File: src/rtl/grouped_update_scheduler.sv
// Steps colour groups 0..NUM_GROUPS-1 for chromatic Gibbs sampling: each group is live for a
// dwell window, separated by guard gaps, for a counted number of sweeps or until stopped.
module grouped_update_scheduler #(
  parameter int NUM_GROUPS   = 3,
  parameter int GROUP_W      = 3,
  parameter int DWELL_CYCLES = 4,
  parameter int GAP_CYCLES   = 1,
  parameter int SWEEP_W      = 16
) (
  input  logic               clk,
  input  logic               rst,
  input  logic               start,
  input  logic               stop,
  input  logic [SWEEP_W-1:0] num_sweeps,
  output logic [GROUP_W-1:0] group_EN,
  output logic               update_valid,
  output logic               busy,
  output logic               done,
  output logic [SWEEP_W-1:0] sweep_count
);

  typedef enum logic [1:0] {S_IDLE, S_DWELL, S_GAP, S_DONE} state_t;

  localparam int CNT_W = 16;
  localparam logic [CNT_W-1:0]   DWELL_LAST = CNT_W'(DWELL_CYCLES - 1);
  localparam logic [CNT_W-1:0]   GAP_LAST   = CNT_W'((GAP_CYCLES > 0) ? GAP_CYCLES - 1 : 0);
  localparam logic [GROUP_W-1:0] LAST_GROUP = GROUP_W'(NUM_GROUPS - 1);

  state_t             r_state, w_state_nxt;
  logic [CNT_W-1:0]   r_dwell, w_dwell_nxt;
  logic [CNT_W-1:0]   r_gap, w_gap_nxt;
  logic [GROUP_W-1:0] r_group, w_group_nxt;
  logic [SWEEP_W-1:0] r_sweep, w_sweep_nxt;
  logic [SWEEP_W-1:0] r_num, w_num_nxt;
  logic               r_valid, r_busy, r_done;
  logic               w_valid_nxt, w_busy_nxt, w_done_nxt;

  logic               w_start_ok, w_dwell_end, w_sweep_end, w_run_done;
  logic [SWEEP_W-1:0] w_sweep_inc;
  logic [GROUP_W-1:0] w_group_succ;

  assign w_start_ok   = (r_state == S_IDLE) && start && !stop;
  assign w_dwell_end  = (r_state == S_DWELL) && (r_dwell == DWELL_LAST);
  // A sweep only counts once its last group has completed its full dwell without a stop.
  assign w_sweep_end  = w_dwell_end && (r_group == LAST_GROUP) && !stop;
  assign w_sweep_inc  = r_sweep + 1'b1;
  assign w_run_done   = w_sweep_end && (r_num != '0) && (w_sweep_inc == r_num);
  assign w_group_succ = (r_group == LAST_GROUP) ? '0 : r_group + 1'b1;

  always_ff @(posedge clk) begin
    if (rst) begin
      r_state <= S_IDLE;
    end else begin
      r_state <= w_state_nxt;
    end
  end

  always_comb begin
    w_state_nxt = r_state;
    case (r_state)
      S_IDLE:  if (w_start_ok) w_state_nxt = S_DWELL;
      S_DWELL: begin
        if (stop)                    w_state_nxt = S_IDLE;
        else if (w_dwell_end) begin
          if (w_run_done)            w_state_nxt = S_DONE;
          else if (GAP_CYCLES == 0)  w_state_nxt = S_DWELL;
          else                       w_state_nxt = S_GAP;
        end
      end
      S_GAP: begin
        if (stop)                    w_state_nxt = S_IDLE;
        else if (r_gap == GAP_LAST)  w_state_nxt = S_DWELL;
      end
      S_DONE:  w_state_nxt = S_IDLE;
      default: w_state_nxt = S_IDLE;
    endcase
  end

  // Next values of the registered outputs and counters, derived from the next state so every
  // output lines up with the state it describes.
  always_comb begin
    w_valid_nxt = (w_state_nxt == S_DWELL);
    w_busy_nxt  = (w_state_nxt != S_IDLE);
    w_done_nxt  = (w_state_nxt == S_DONE);
    w_group_nxt = r_group;
    if ((w_state_nxt == S_IDLE) || (w_state_nxt == S_DONE)) begin
      w_group_nxt = '0;
    end else if (w_dwell_end) begin
      w_group_nxt = w_group_succ;
    end
    w_dwell_nxt = '0;
    if ((r_state == S_DWELL) && (w_state_nxt == S_DWELL) && !w_dwell_end) begin
      w_dwell_nxt = r_dwell + 1'b1;
    end
    w_gap_nxt = '0;
    if ((r_state == S_GAP) && (w_state_nxt == S_GAP)) begin
      w_gap_nxt = r_gap + 1'b1;
    end
    w_sweep_nxt = r_sweep;
    if (w_start_ok)       w_sweep_nxt = '0;
    else if (w_sweep_end) w_sweep_nxt = w_sweep_inc;
    w_num_nxt = w_start_ok ? num_sweeps : r_num;
  end

  always_ff @(posedge clk) begin
    if (rst) begin
      r_dwell <= '0;
      r_gap   <= '0;
      r_group <= '0;
      r_sweep <= '0;
      r_num   <= '0;
      r_valid <= 1'b0;
      r_busy  <= 1'b0;
      r_done  <= 1'b0;
    end else begin
      r_dwell <= w_dwell_nxt;
      r_gap   <= w_gap_nxt;
      r_group <= w_group_nxt;
      r_sweep <= w_sweep_nxt;
      r_num   <= w_num_nxt;
      r_valid <= w_valid_nxt;
      r_busy  <= w_busy_nxt;
      r_done  <= w_done_nxt;
    end
  end

  assign group_EN     = r_group;
  assign update_valid = r_valid;
  assign busy         = r_busy;
  assign done         = r_done;
  assign sweep_count  = r_sweep;

endmodule

File: config.mk
export PLATFORM = sky130hd
export DESIGN_NAME = grouped_update_scheduler
export DESIGN_NICKNAME = d
export VERILOG_FILES = /design/src/rtl/grouped_update_scheduler.sv
export SDC_FILE = /design/constraint.sdc
export NUM_CORES = 1
export LEC_CHECK = 0
export ABC_AREA = 1
export BUFFER_PORTS_ARGS = -buffer_cell sky130_fd_sc_hd__buf_2
export CORE_ASPECT_RATIO = 1.75
export CORE_MARGIN = 2
export CORE_UTILIZATION = 60
export DETAILED_ROUTE_END_ITERATION = 7
export PLACE_DENSITY_LB_ADDON = 0.15
export SKIP_CTS_REPAIR_TIMING = 1
export SYNTH_ARGS = -nofsm -noshare
export SYNTH_HDL_FRONTEND = slang
export SYNTH_SLANG_ARGS = --single-unit
export TNS_END_PERCENT = 10
File: constraint.sdc
create_clock -name clk -period 5.6 [get_ports clk]
set_input_delay 0.56 -clock clk [delete_from_list [all_inputs] [get_ports clk]]
set_output_delay 0.56 -clock clk [all_outputs]
set_load 0.005 [all_outputs]
==> impl_metrics.csv <==
group,metric,value,unit
outcome,status,"finished clean",
route,antenna_left,0,
pwr,pwr_density_cell,249.4,mW/mm^2
sta,maxSlewHeadroom,0.3116,
floorplanning,die-area,0.006842,mm^2
floorplanning,die_h,107.9,um
worst_setup_path,crit_start,"sweep_count[0]",
synthesis,ys_seq_area_frac,0.3892,
floorplanning,die_w,63.39,um
worst_setup_path,critical_path.top_delay_family,"simple AND/OR/NAND/NOR gates",
clock_network,clk_pin_slew,0.08,ns
floorplanning,rows,37,
route,drc_errors,0,
worst_setup_path,max_stage_delay,0.48,ns
pwr,peakVddDrop,0.0003012,V
placement,dpl.cell_count,652,
sta,drv_slew,0,
clock_network,cts-htree-levels,3,
synthesis,async_flop_share,0,
clock_network,cts.sinks,72,
pwr,internal_power,0.0008049,W
pwr,switching_share,0.2313,
worst_setup_path,slowest_stage,"nand4_1",
layout,fin_nets,613,
pwr,power.switching,0.0002422,W
synthesis,syn-cell-area,0.003704,mm^2
global_route,grt-ovfl-total,0,
pwr,pwr-share-clk,0.438,
min_path,hp-class,"in -> reg",
min_path,hold_depth,2,
worst_setup_path,path_class,"reg -> reg",
synthesis,synth_edf_count,0,
sta,hold_viol,0,
route,route.vias.total,3650,
clock_network,cts_buffers,9,
synthesis,syn_inst,540,
pwr,power,0.001047,W
layout,num-fill-cells,542,
synthesis,synth_cell_type_count,35,
job,cap_violations,0,
sta,min_period_over_period,0.6060,
layout,n_antenna_cell,0,
placement,hpwl,6825,um
layout,final_cells,668,
worst_setup_path,r2r_start,"sweep_count[0]",
clock_network,clock_latency,0.36,ns
floorplanning,start_util,0.6250,
route,wl,8977,um
route,drt-vias-per-instance,5.464,
route,wl_per_cell,13.44,um
global_route,grt_max_degree,29,
layout,drive_gt1_frac,0.1288,
worst_setup_path,end_kind,"register",
layout,fin_area,0.004198,mm^2
floorplanning,core,0.005926,mm^2
layout,postLayoutCoreUtil,0.7084,
worst_setup_path,startpoint_type,"register",
synthesis,ys.flop_type,"dfxtp_1",
worst_setup_path,arrival,3.68,ns
sta,setup_violations,0,
worst_setup_path,cp_num_buf_inv,2,
sta,setup_tns,0,ns
layout,syn_to_final_growth,13.34,%
pwr,pwr-share-seq,0.505,
worst_setup_path,cp.depth,20,
floorplanning,pin_count,42,
sta,fin_skew,0.01049,ns
sta,rsz0062_at_grt,"no",
synthesis,synth_nets,568,
clock_network,root_buffer,"clkbuf_8",
synthesis,yosysWarnings,0,
worst_setup_path,r2r_setup_slack,2.21,ns
worst_setup_path,path_cells,"ha_1 > nand2_2 > nor2_4 > nand4_1 > nand3b_1 > nand2_1 > nor2_1 > nand2_1 > nor2_1 > nand2_1 > nand2_1 > nand2_1 > nand3_2 > ha_1 > inv_1 > nor2_1 > nand4_1 > inv_1 > o21ai_0 > a21oi_1",
synthesis,ys_seq_elements,72,
worst_setup_path,cp_max_fo,13,
worst_setup_path,cpMostUsedCell,"nand2_1",
route,dr.pass1.iters,4,
pwr,power_frac_comb,0.058,
placement,gp_congestion,0.9460,
worst_setup_path,reg2reg_depth,20,
placement,io_buffers,41,
pwr,p_leak,1.714,nW
global_route,antenna_found_initial,0,
worst_setup_path,r2r_end,"r_dwell[11]",
route,drt_iter0_drc,271,
worst_setup_path,crit_end,"r_dwell[11]",
clock_network,clock_path_buffers,2,
global_route,grt_pass1_wl,15010,um
clock_network,tritoncts,"done",
worst_setup_path,worstPathRequired,5.89,ns
global_route,globalRouteTotalUtil,0.2798,
sta,worst_pin_slew,1.029,ns
sta,fmax,294.7,MHz
global_route,grt_pass1_vias,3523,
sta,fin_crit,3.394,ns
synthesis,syn_area_per_cell,6.858,um^2
placement,place_area,0.003978,mm^2
per-stage QoR:
stage	hold slack [ns]	worst slack, ns
after floorplan	0.4173	3.006
after detailed placement	0.4459	2.367
final	0.4295	2.206
after global routing	0.4450	1.742
after global placement	0.4337	2.519
after CTS	0.4244	2.301
power by group through the flow:
stage          sequential [W]  clock (W)  combinational, W
2_1_floorplan        0.000538          0         0.0000402
3_3_place_gp         0.000540          0         0.0000587
3_5_place_dp         0.000540          0         0.0000595
6_report             0.000529   0.000458         0.0000604
5_1_grt              0.000529   0.000483         0.0000689
4_1_cts              0.000528   0.000462         0.0000601
worst register-to-register path: stages, from the launching register on:
cell,delay [ns]
dfxtp_1,0.44
ha_1,0.28
nand2_2,0.11
nor2_4,0.19
nand4_1,0.19
nand3b_1,0.14
nand2_1,0.08
nor2_1,0.14
nand2_1,0.07
nor2_1,0.09
nand2_1,0.06
nand2_1,0.06
nand2_1,0.05
nand3_2,0.09
ha_1,0.18
inv_1,0.04
nor2_1,0.12
nand4_1,0.48
inv_1,0.27
o21ai_0,0.12
a21oi_1,0.12
logic make-up (layout without fill, tap and decap cells):
group,after synthesis,count (layout),share of synthesized area
buffers and inverters,79,129,0.08074
XOR/XNOR,6,6,0.01791
adder cells (fa/ha/maj),8,8,0.02703
AND/OR/NAND/NOR,277,277,0.3432
AO/OA/AOI/OAI,98,98,0.1419
flip-flops,72,72,0.3892
area by class of cell:
class,count,area [um^2],area share
Multi-Input combinational cell,389,1963,0.4677
Clock inverter,6,82.58,0.01967
Sequential cell,72,1441,0.3434
Clock buffer,10,137.6,0.03279
Tap cell,78,97.59,0.02325
Timing Repair Buffer,41,205.2,0.04888
Inverter,72,270.3,0.06438
worst min path at each step:
stage                   from  slack, ns        to
floorplan           r_gap[0]       0.42  r_gap[0]
global placement    r_gap[0]       0.43  r_gap[0]
detailed placement  r_gap[0]       0.45  r_gap[0]
CTS                      rst       0.42      busy
global route             rst       0.44      busy
finish                   rst       0.43      busy
layout by cell type (no fill, tap or decap):
| master | instances |
|---|---|
| ha_1 | 8 |
| clkinvlp_4 | 1 |
| nand2_1 | 100 |
| nand3_2 | 4 |
| o21bai_1 | 2 |
| nor2_1 | 81 |
| nor3_2 | 1 |
| o21bai_2 | 1 |
| buf_2 | 41 |
| nand2_2 | 4 |
| o21a_1 | 3 |
| nor3_1 | 12 |
| a21oi_1 | 41 |
| xnor2_1 | 3 |
| clkinv_2 | 3 |
| a31oi_1 | 3 |
| nor3b_1 | 5 |
| inv_1 | 71 |
| xor2_1 | 2 |
| nand4_1 | 14 |
| o21ai_0 | 44 |
| a21boi_0 | 1 |
| a211oi_1 | 1 |
| clkbuf_8 | 10 |
| nor4_4 | 1 |
| or2_2 | 2 |
| inv_2 | 1 |
| nor2_4 | 3 |
| nor4_1 | 2 |
| a31o_2 | 1 |
| bufinv_16 | 2 |
| a311oi_1 | 1 |
| nor2_2 | 1 |
| dfxtp_1 | 72 |
| nand3_1 | 43 |
| xnor3_1 | 1 |
| nand3b_1 | 4 |
synth_stat cells, types with 2 or more instances:
library cell  count  area share
nand3_2           4       0.011
o21a_1            3      0.0061
a21oi_1          41       0.055
clkbuf_1          4      0.0041
nor2_4            3      0.0091
nand2_1         100        0.10
dfxtp_1          72        0.39
nor3b_1           5       0.010
nor3_1           12       0.016
a31oi_1           3      0.0051
ha_1              8       0.027
buf_2             2      0.0027
inv_1            71       0.072
nand3_1          43       0.058
xnor2_1           3      0.0071
nand3b_1          4      0.0081
xor2_1            2      0.0047
nor4_1            2      0.0034
o21bai_1          2      0.0041
or2_2             2      0.0034
nor2_1           81       0.082
o21ai_0          44       0.059
nand4_1          14       0.024
nand2_2           4      0.0068
flip-flops by register name, indices dropped and copies added (netlist names):
name          flops
group_EN          3
update_valid      1
done              1
busy              1
r_num            16
sweep_count      16
r_gap            16
r_state           2
r_dwell          16
routing by layer:
| metal | track usage | routed length, um |
|---|---|---|
| met5 | 0 | 0 |
| met4 | 0.1786 | 431 |
| met3 | 0.04475 | 349 |
| met2 | 0.5293 | 4921 |
| met1 | 0.2766 | 3276 |
Power figures use the tool's default switching activity.
